[src/rtl/mx_cpu_pkt_arb_pkg.sv]
// Shared types and the round-robin pick function for the CPU packet arbiter.
// The package name is the one the rest of the codebase imports.
package mx_cpu_arb_pkg;

    localparam int RR_MAX_PORTS = 16;

    typedef enum logic {
        IDLE = 1'b0,
        XFER = 1'b1
    } arb_state_t;

    // First set bit of req strictly after ptr, wrapping. Bits above the real
    // port count must be zero, which makes the 16-wide wrap equal to a PORT_CNT wrap.
    function automatic logic [3:0] rr_next(input logic [RR_MAX_PORTS-1:0] req,
                                           input logic [3:0]              ptr);
        logic [3:0] idx;
        rr_next = ptr;
        for (int k = RR_MAX_PORTS; k >= 1; k--) begin
            idx = ptr + 4'(k);
            if (req[idx]) rr_next = idx;
        end
    endfunction

endpackage

[src/rtl/mx_cpu_pkt_arb_if.sv]
// Per-port input streams and the merged CPU-bound output stream of mx_cpu_pkt_arb.
interface mx_cpu_pkt_arb_if #(
    parameter int PORT_CNT = 4,
    parameter int DATA_W   = 64,
    parameter int EMPTY_W  = 3,
    parameter int PORT_W   = 2
);
    logic [PORT_CNT*DATA_W-1:0]  in_data_i;
    logic [PORT_CNT-1:0]         in_valid_i;
    logic [PORT_CNT-1:0]         in_sop_i;
    logic [PORT_CNT-1:0]         in_eop_i;
    logic [PORT_CNT*EMPTY_W-1:0] in_empty_i;
    logic [PORT_CNT-1:0]         in_ready_o;
    logic [DATA_W-1:0]           out_data_o;
    logic [EMPTY_W-1:0]          out_empty_o;
    logic                        out_valid_o;
    logic                        out_sop_o;
    logic                        out_eop_o;
    logic [PORT_W-1:0]           out_port_o;
    logic                        out_ready_i;

    modport slave (
        input  in_data_i, in_valid_i, in_sop_i, in_eop_i, in_empty_i, out_ready_i,
        output in_ready_o, out_data_o, out_empty_o, out_valid_o, out_sop_o, out_eop_o,
        out_port_o
    );

    modport master (
        output in_data_i, in_valid_i, in_sop_i, in_eop_i, in_empty_i, out_ready_i,
        input  in_ready_o, out_data_o, out_empty_o, out_valid_o, out_sop_o, out_eop_o,
        out_port_o
    );
endinterface

[src/rtl/mx_cpu_pkt_arb_rr.sv]
// Round-robin priority picker: holds the last-served pointer and offers the
// next requester after it. The pointer moves only when load_i is pulsed.
module mx_rr_arbiter
    import mx_cpu_arb_pkg::*;
#(
    parameter int PORT_CNT = 4,
    parameter int PORT_W   = 2
) (
    input  logic                clk_i,
    input  logic                rst_n_i,
    input  logic [PORT_CNT-1:0] req_i,
    input  logic                load_i,
    input  logic [PORT_W-1:0]   load_idx_i,
    output logic [PORT_W-1:0]   grant_o,
    output logic                any_req_o
);
    logic [PORT_W-1:0] ptr_q, ptr_d;

    always_comb begin
        ptr_d = ptr_q;
        if (load_i) ptr_d = load_idx_i;
    end

    always_ff @(posedge clk_i or negedge rst_n_i) begin
        if (!rst_n_i) ptr_q <= PORT_W'(PORT_CNT - 1);
        else          ptr_q <= ptr_d;
    end

    assign grant_o   = PORT_W'(rr_next(RR_MAX_PORTS'(req_i), 4'(ptr_q)));
    assign any_req_o = |req_i;
endmodule

[src/rtl/mx_cpu_pkt_arb.sv]
// Packet-atomic round-robin merge of per-port CPU streams into one tagged stream,
// with per-port enable, hardware flush of disabled/orphan traffic and statistics.
module mx_cpu_pkt_arb
    import mx_cpu_arb_pkg::*;
#(
    parameter int PORT_CNT = 4,
    parameter int DATA_W   = 64,
    parameter int EMPTY_W  = 3,
    parameter int CNT_W    = 32,
    parameter int PORT_W   = (PORT_CNT > 1) ? $clog2(PORT_CNT) : 1
) (
    input  logic                clk_156m25_i,
    input  logic                rst_n_i,
    mx_cpu_pkt_arb_if.slave     bus,
    input  logic [PORT_CNT-1:0] port_en_i,
    input  logic [PORT_CNT-1:0] cnt_clr_i,
    input  logic [PORT_W-1:0]   stat_sel_i,
    output logic [CNT_W-1:0]    pkt_cnt_o,
    output logic [CNT_W-1:0]    drop_cnt_o
);
    arb_state_t          state_q, state_d;
    logic [PORT_W-1:0]   grant_q, grant_d, rr_grant;
    logic                any_req, load;
    logic [PORT_CNT-1:0] req, flush, ready, flushing_q, flushing_d;
    logic [CNT_W-1:0]    pkt_cnt_q [PORT_CNT];
    logic [CNT_W-1:0]    pkt_cnt_d [PORT_CNT];
    logic [CNT_W-1:0]    drop_cnt_q [PORT_CNT];
    logic [CNT_W-1:0]    drop_cnt_d [PORT_CNT];
    logic [CNT_W-1:0]    pkt_rd_q, pkt_rd_d, drop_rd_q, drop_rd_d;
    logic [DATA_W-1:0]   out_data;
    logic [EMPTY_W-1:0]  out_empty;
    logic                out_valid, out_sop, out_eop;

    // Any port not currently owning the output is either requesting, idle, or flushed.
    always_comb begin
        for (int i = 0; i < PORT_CNT; i++) begin
            req[i]   = bus.in_valid_i[i] && bus.in_sop_i[i] && port_en_i[i] && !flushing_q[i];
            flush[i] = !(state_q == XFER && grant_q == PORT_W'(i)) &&
                       (flushing_q[i] || !port_en_i[i] || (bus.in_valid_i[i] && !bus.in_sop_i[i]));
        end
    end

    mx_rr_arbiter #(
        .PORT_CNT (PORT_CNT),
        .PORT_W   (PORT_W)
    ) u_rr (
        .clk_i      (clk_156m25_i),
        .rst_n_i    (rst_n_i),
        .req_i      (req),
        .load_i     (load),
        .load_idx_i (grant_q),
        .grant_o    (rr_grant),
        .any_req_o  (any_req)
    );

    always_comb begin
        state_d    = state_q;
        grant_d    = grant_q;
        flushing_d = flushing_q;
        pkt_cnt_d  = pkt_cnt_q;
        drop_cnt_d = drop_cnt_q;
        load       = 1'b0;
        ready      = flush;
        out_data   = '0;
        out_empty  = '0;
        out_valid  = 1'b0;
        out_sop    = 1'b0;
        out_eop    = 1'b0;

        case (state_q)
            IDLE: begin
                if (any_req) begin
                    grant_d = rr_grant;
                    state_d = XFER;
                end
            end
            XFER: begin
                out_data         = bus.in_data_i[grant_q*DATA_W +: DATA_W];
                out_empty        = bus.in_empty_i[grant_q*EMPTY_W +: EMPTY_W];
                out_valid        = bus.in_valid_i[grant_q];
                out_sop          = bus.in_sop_i[grant_q];
                out_eop          = bus.in_eop_i[grant_q];
                ready[grant_q]   = bus.out_ready_i;
                if (out_valid && out_eop && bus.out_ready_i) begin
                    load               = 1'b1;
                    state_d            = IDLE;
                    pkt_cnt_d[grant_q] = pkt_cnt_q[grant_q] + CNT_W'(1);
                end
            end
            default: state_d = IDLE;
        endcase

        // Flushed ports always accept, so every valid beat there is consumed.
        for (int i = 0; i < PORT_CNT; i++) begin
            if (flush[i] && bus.in_valid_i[i]) begin
                flushing_d[i] = !bus.in_eop_i[i];
                if (bus.in_eop_i[i]) drop_cnt_d[i] = drop_cnt_q[i] + CNT_W'(1);
            end
            if (cnt_clr_i[i]) begin
                pkt_cnt_d[i]  = '0;
                drop_cnt_d[i] = '0;
            end
        end

        pkt_rd_d  = '0;
        drop_rd_d = '0;
        if (int'(stat_sel_i) < PORT_CNT) begin
            pkt_rd_d  = pkt_cnt_q[stat_sel_i];
            drop_rd_d = drop_cnt_q[stat_sel_i];
        end
    end

    always_ff @(posedge clk_156m25_i or negedge rst_n_i) begin
        if (!rst_n_i) begin
            state_q    <= IDLE;
            grant_q    <= '0;
            flushing_q <= '0;
            pkt_cnt_q  <= '{default: '0};
            drop_cnt_q <= '{default: '0};
            pkt_rd_q   <= '0;
            drop_rd_q  <= '0;
        end else begin
            state_q    <= state_d;
            grant_q    <= grant_d;
            flushing_q <= flushing_d;
            pkt_cnt_q  <= pkt_cnt_d;
            drop_cnt_q <= drop_cnt_d;
            pkt_rd_q   <= pkt_rd_d;
            drop_rd_q  <= drop_rd_d;
        end
    end

    // Disabled ports keep draining even while the block is held in reset.
    assign bus.in_ready_o  = rst_n_i ? ready : ~port_en_i;
    assign bus.out_data_o  = out_data;
    assign bus.out_empty_o = out_empty;
    assign bus.out_valid_o = out_valid;
    assign bus.out_sop_o   = out_sop;
    assign bus.out_eop_o   = out_eop;
    assign bus.out_port_o  = grant_q & {PORT_W{state_q == XFER}};
    assign pkt_cnt_o       = pkt_rd_q;
    assign drop_cnt_o      = drop_rd_q;
endmodule

[src/flat_wrapper.sv]
// flat-port wrapper written by rule: the top's interface ports become plain ports
module mx_cpu_pkt_arb_flat import mx_cpu_arb_pkg::*;
#(
    parameter int PORT_CNT = 4,
    parameter int DATA_W   = 64,
    parameter int EMPTY_W  = 3,
    parameter int CNT_W    = 32,
    parameter int PORT_W   = (PORT_CNT > 1) ? $clog2(PORT_CNT) : 1
)
  (clk_156m25_i, rst_n_i, port_en_i, cnt_clr_i, stat_sel_i, pkt_cnt_o, drop_cnt_o, bus_in_data_i, bus_in_valid_i, bus_in_sop_i, bus_in_eop_i, bus_in_empty_i, bus_out_ready_i, bus_in_ready_o, bus_out_data_o, bus_out_empty_o, bus_out_valid_o, bus_out_sop_o, bus_out_eop_o, bus_out_port_o);
  mx_cpu_pkt_arb_if #(.PORT_CNT(PORT_CNT), .DATA_W(DATA_W), .EMPTY_W(EMPTY_W), .PORT_W(PORT_W)) bus_i ();
  input  logic clk_156m25_i;
  input  logic rst_n_i;
  input  logic [PORT_CNT-1:0] port_en_i;
  input  logic [PORT_CNT-1:0] cnt_clr_i;
  input  logic [PORT_W-1:0] stat_sel_i;
  output logic [CNT_W-1:0] pkt_cnt_o;
  output logic [CNT_W-1:0] drop_cnt_o;
  input wire logic [$bits(bus_i.in_data_i)-1:0] bus_in_data_i;
  input wire logic [$bits(bus_i.in_valid_i)-1:0] bus_in_valid_i;
  input wire logic [$bits(bus_i.in_sop_i)-1:0] bus_in_sop_i;
  input wire logic [$bits(bus_i.in_eop_i)-1:0] bus_in_eop_i;
  input wire logic [$bits(bus_i.in_empty_i)-1:0] bus_in_empty_i;
  input wire logic [$bits(bus_i.out_ready_i)-1:0] bus_out_ready_i;
  output wire logic [$bits(bus_i.in_ready_o)-1:0] bus_in_ready_o;
  output wire logic [$bits(bus_i.out_data_o)-1:0] bus_out_data_o;
  output wire logic [$bits(bus_i.out_empty_o)-1:0] bus_out_empty_o;
  output wire logic [$bits(bus_i.out_valid_o)-1:0] bus_out_valid_o;
  output wire logic [$bits(bus_i.out_sop_o)-1:0] bus_out_sop_o;
  output wire logic [$bits(bus_i.out_eop_o)-1:0] bus_out_eop_o;
  output wire logic [$bits(bus_i.out_port_o)-1:0] bus_out_port_o;
  assign bus_i.in_data_i = bus_in_data_i;
  assign bus_i.in_valid_i = bus_in_valid_i;
  assign bus_i.in_sop_i = bus_in_sop_i;
  assign bus_i.in_eop_i = bus_in_eop_i;
  assign bus_i.in_empty_i = bus_in_empty_i;
  assign bus_i.out_ready_i = bus_out_ready_i;
  assign bus_in_ready_o = bus_i.in_ready_o;
  assign bus_out_data_o = bus_i.out_data_o;
  assign bus_out_empty_o = bus_i.out_empty_o;
  assign bus_out_valid_o = bus_i.out_valid_o;
  assign bus_out_sop_o = bus_i.out_sop_o;
  assign bus_out_eop_o = bus_i.out_eop_o;
  assign bus_out_port_o = bus_i.out_port_o;
  mx_cpu_pkt_arb #(.PORT_CNT(PORT_CNT), .DATA_W(DATA_W), .EMPTY_W(EMPTY_W), .CNT_W(CNT_W), .PORT_W(PORT_W)) u_core (.clk_156m25_i(clk_156m25_i), .rst_n_i(rst_n_i), .bus(bus_i), .port_en_i(port_en_i), .cnt_clr_i(cnt_clr_i), .stat_sel_i(stat_sel_i), .pkt_cnt_o(pkt_cnt_o), .drop_cnt_o(drop_cnt_o));
endmodule
[config.mk]
export PLATFORM = sky130hd
export DESIGN_NAME = mx_cpu_pkt_arb_flat
export DESIGN_NICKNAME = d
export VERILOG_FILES = /design/src/rtl/mx_cpu_pkt_arb_pkg.sv /design/src/rtl/mx_cpu_pkt_arb_if.sv /design/src/rtl/mx_cpu_pkt_arb_rr.sv /design/src/rtl/mx_cpu_pkt_arb.sv /design/src/flat_wrapper.sv
export SDC_FILE = /design/constraint.sdc
export NUM_CORES = 1
export LEC_CHECK = 0
export ABC_AREA = 1
export BUFFER_PORTS_ARGS = -buffer_cell sky130_fd_sc_hd__buf_2
export CELL_PAD_IN_SITES_DETAIL_PLACEMENT = 0
export CELL_PAD_IN_SITES_GLOBAL_PLACEMENT = 1
export CORE_MARGIN = 4
export CORE_UTILIZATION = 42
export CTS_CLUSTER_DIAMETER = 50
export DETAILED_ROUTE_END_ITERATION = 7
export PLACE_DENSITY = 0.95
export REMOVE_ABC_BUFFERS = 1
export SKIP_LAST_GASP = 1
export SYNTH_ARGS = -nofsm -noshare
export SYNTH_HDL_FRONTEND = slang
export SYNTH_HIERARCHICAL = 1
export SYNTH_SLANG_ARGS = --single-unit
[constraint.sdc]
create_clock -name clk_156m25_i -period 6 [get_ports clk_156m25_i]
set_input_delay 1.2 -clock clk_156m25_i [delete_from_list [all_inputs] [get_ports clk_156m25_i]]
set_output_delay 1.2 -clock clk_156m25_i [all_outputs]
set_load 0.01 [all_outputs]
==> impl_metrics.yaml <==
timing:
  fin_ws_ps: 1430
  finalHoldViolations: 0
  max_freq_mhz: 219
  slew_violations: 0
  fin_crit_ps: 4570
  relSlewSlack_pct: 39.3
  tightest_slew_ps: 908
  period_share_pct: 76.1
  setup_viol_count_final: 0
  fin_tns_setup_ps: 0
  rsz0062_at_grt: "false"
  clock_skew_ps: 28.3
logic_synthesis:
  async_flop_share_pct: 100
  syn_area_um2: 20600
  synth_top_area_cell: "dfrtp_1"
  synth.top_cell.area_share_pct: 39.8
  synth_flop_cell: "dfrtp_1"
  synth_adder_area_share_pct: 0.426
  syn_area_per_cell_um2: 6.89
  synthTopCellsByArea: "dfrtp_1 40%, nand2_1 15%, nand3_1 8.3%, o21ai_0 5.1%, a21oi_1 5.0%"
  synth_xor_area_share_pct: 0.937
  synth_edf_count: 0
  synth.ff_latch_count: 329
  synth_warnings: 6
  synth_mux_area_share_pct: 0
  synth_top_family_by_area: "simple AND/OR/NAND/NOR gates"
  yosys.area_share.simple_pct: 33.0
  yosysSeqAreaShare_pct: 40.0
  synth-compound-area-share_pct: 18.2
  yosysUniqueCellTypes: 49
  syn-instance-count: 2986
die:
  rows: 80
  start_util_pct: 42.8
  io_pins: 433
  fp.dieH_um: 229
  chipWidth_um: 229
  die_area_um2: 52600
  coreArea_um2: 48000
pwr:
  p_sw_uw: 2750
  clockPowerShare_pct: 36.6
  p_int_uw: 4570
  p_comb_share_pct: 31.1
  p_seq_share_pct: 32.3
  vdd_ir_drop_max_mv: 0.186
  cellPowerDensity_nw_per_um2: 298
  p_sw_share_pct: 37.6
  power.leakage_uw: 0.0117
layout:
  finish.utilization_pct: 51.1
  final_cells: 3994
  final_nets: 3633
  syn_to_final_growth_pct: 19.5
  final_area_um2: 24600
  drive_gt1_share_pct: 17.4
grt:
  grt.total_usage_pct: 34.3
  antenna_found_initial: 20
  grt_pass1_vias: 21639
  grt_max_degree: 134
  gr-total-overflow: 0
  grt_first_pass_wirelength_mm: 140
critical_path:
  end_kind: "output port"
  crit_chain: "inv_4 -> nand2_1 -> inv_2 -> buf_4 -> a22oi_1 -> a21oi_1 -> buf_2"
  worst-path-stages: 7
  cp_top_family: "buffers and inverters"
  crit_arrival_ps: 3370
  cp_max_fo: 36
  cp.required_ps: 4800
  worstSetupPathType: "reg2out"
  slowest_stage: "inv_2"
  startpoint_type: "flip-flop"
  critPathBufInv: 4
  rr_worst_depth: 11
  critPathMaxStageDelay_ps: 590
route:
  ant_nets: 0
  wl_per_cell_um: 23.6
  highest_layer: "met5"
  vias_per_cell: 5.85
  wl_met2_mm: 43.5
  vias: 23352
  drc: 0
  initialDrtViolationCount: 2869
  met1_length_mm: 35.3
  routed-wl-met3_mm: 8.96
  wirelength_mm: 94.1
  drtPass1Iterations: 8
clock_tree:
  path_clk_slew_ps: 60
  postCtsSetupRepairBufs: 0
  cts.sinks: 329
  cts_tree: "done"
  cts_root_buffer: "clkbuf_16"
  clock_latency_ps: 580
  cts_buffer_depth: 3
  hold_buffers: 0
  cts_buffers: 43
  h-tree-depth: 2
  post_cts_resized: 0
place:
  dp_cells: 3903
  hpwl_mm: 68.7
  routabilityCongestion: 1.02
  placed_cell_area_um2: 23100
  port_buffers: 432
  post-place-ws_ps: 2150
hold_path:
  hold_class: "reg2reg"
  min_path_cells: 2
run:
  maxCapViolCount: 0
status:
  run_status: "completed"
-- synth_stat cells, drive strengths merged (6+ instances only) --
| library cell | count |
|---|---|
| nand2 | 838 |
| nand3 | 341 |
| o22ai | 42 |
| a22oi | 135 |
| nor3 | 85 |
| dfrtp | 327 |
| a21oi | 207 |
| nand4 | 44 |
| xor2 | 20 |
| o31ai | 6 |
| ha | 7 |
| buf | 43 |
| clkbuf | 113 |
| inv | 214 |
| nor2 | 281 |
| o21bai | 7 |
| o21ai | 242 |
-- area by class of cell --
class / count / area (µm²)
fill: 4786 / 23500
multi-input combinational: 2283 / 10800
sequential: 329 / 8240
timing repair buffer: 458 / 2390
clock buffer: 56 / 1210
inverter: 218 / 826
tap: 615 / 769
clock inverter: 24 / 279
antenna: 11 / 27.5
-- flip-flops by register name (all words and copies together), names as in the netlist --
signal	flops
u_core/drop_cnt_q	128
u_core/pkt_cnt_q	128
u_core/drop_cnt_o	32
u_core/pkt_cnt_o	32
u_core/flushing_q	4
u_core/grant_q	2
u_core/u_rr/ptr_q	2
u_core/state_q	1
-- cell usage in the layout, fill, tap and decap left out, types with 5 or more instances in the layout --
cell type,n
a22oi_1,135
o21ai_1,31
o22ai_1,42
inv_2,16
o21bai_1,6
nand4_1,42
nor2_1,267
clkinv_2,5
clkinvlp_4,6
inv_1,196
o21ai_0,209
buf_4,25
xor2_1,20
o31ai_1,6
clkbuf_16,44
ha_1,7
nor3_1,83
dfrtp_1,326
diode_2,11
nand2_1,832
nor2_2,10
nand2_2,5
nand3_1,340
clkbuf_1,6
a21oi_1,207
clkbuf_8,6
buf_2,430
-- per-stage QoR --
stage          hold slack, ps  total power [µW]
2_1_floorplan             479              3580
3_3_place_gp              496              4640
3_5_place_dp              497              4640
4_1_cts                   519              7320
5_1_grt                   554              7600
6_report                  526              7320
-- kinds of logic (layout without fill, tap and decap cells) --
family                     Yosys count  in the layout
AOI/OAI and AO/OA                  653            653
xor gates and xnor gates            22             22
adders and majority gates            7              7
buffers and inverters              374            756
DFF                                329            329
other                                0             11
and+or+nand+nor                   1601           1601
-- routing by layer --
layer / track usage [%] / vias up
met5: 0 / -
met4: 18.9 / 16
met3: 7.79 / 213
met2: 55.3 / 1278
met1: 42.8 / 11052
li1: - / 10793
-- worst min-delay path, cell delays in order, from the launching register on --
cell and delay, ps:
dfrtp_1 350, nand3_1 80, nand2_1 60
-- path summary, 6_finish.rpt --
kind                                       from               endpoint  slack [ps]
min in group asynchronous               rst_n_i  u_core/drop_cnt_q[74]         600
setup reg to reg              u_core/grant_q[1]   u_core/pkt_cnt_q[59]        2050
max in group asynchronous               rst_n_i   u_core/pkt_cnt_o[11]        3690
hold / removal             u_core/pkt_cnt_q[95]   u_core/pkt_cnt_q[95]         530
hold reg to reg            u_core/pkt_cnt_q[95]   u_core/pkt_cnt_q[95]         530
setup / recovery              u_core/grant_q[1]     bus_out_data_o[61]        1430
-- power by group through the flow --
stage	Clock (µW)	Sequential, µW	Combinational (µW)
5_1_grt	2820	2370	2420
4_1_cts	2720	2360	2250
2_1_floorplan	0	2430	1150
6_report	2680	2360	2280
3_5_place_dp	0	2400	2240
3_3_place_gp	0	2400	2240
Power figures use the tool's default switching activity.
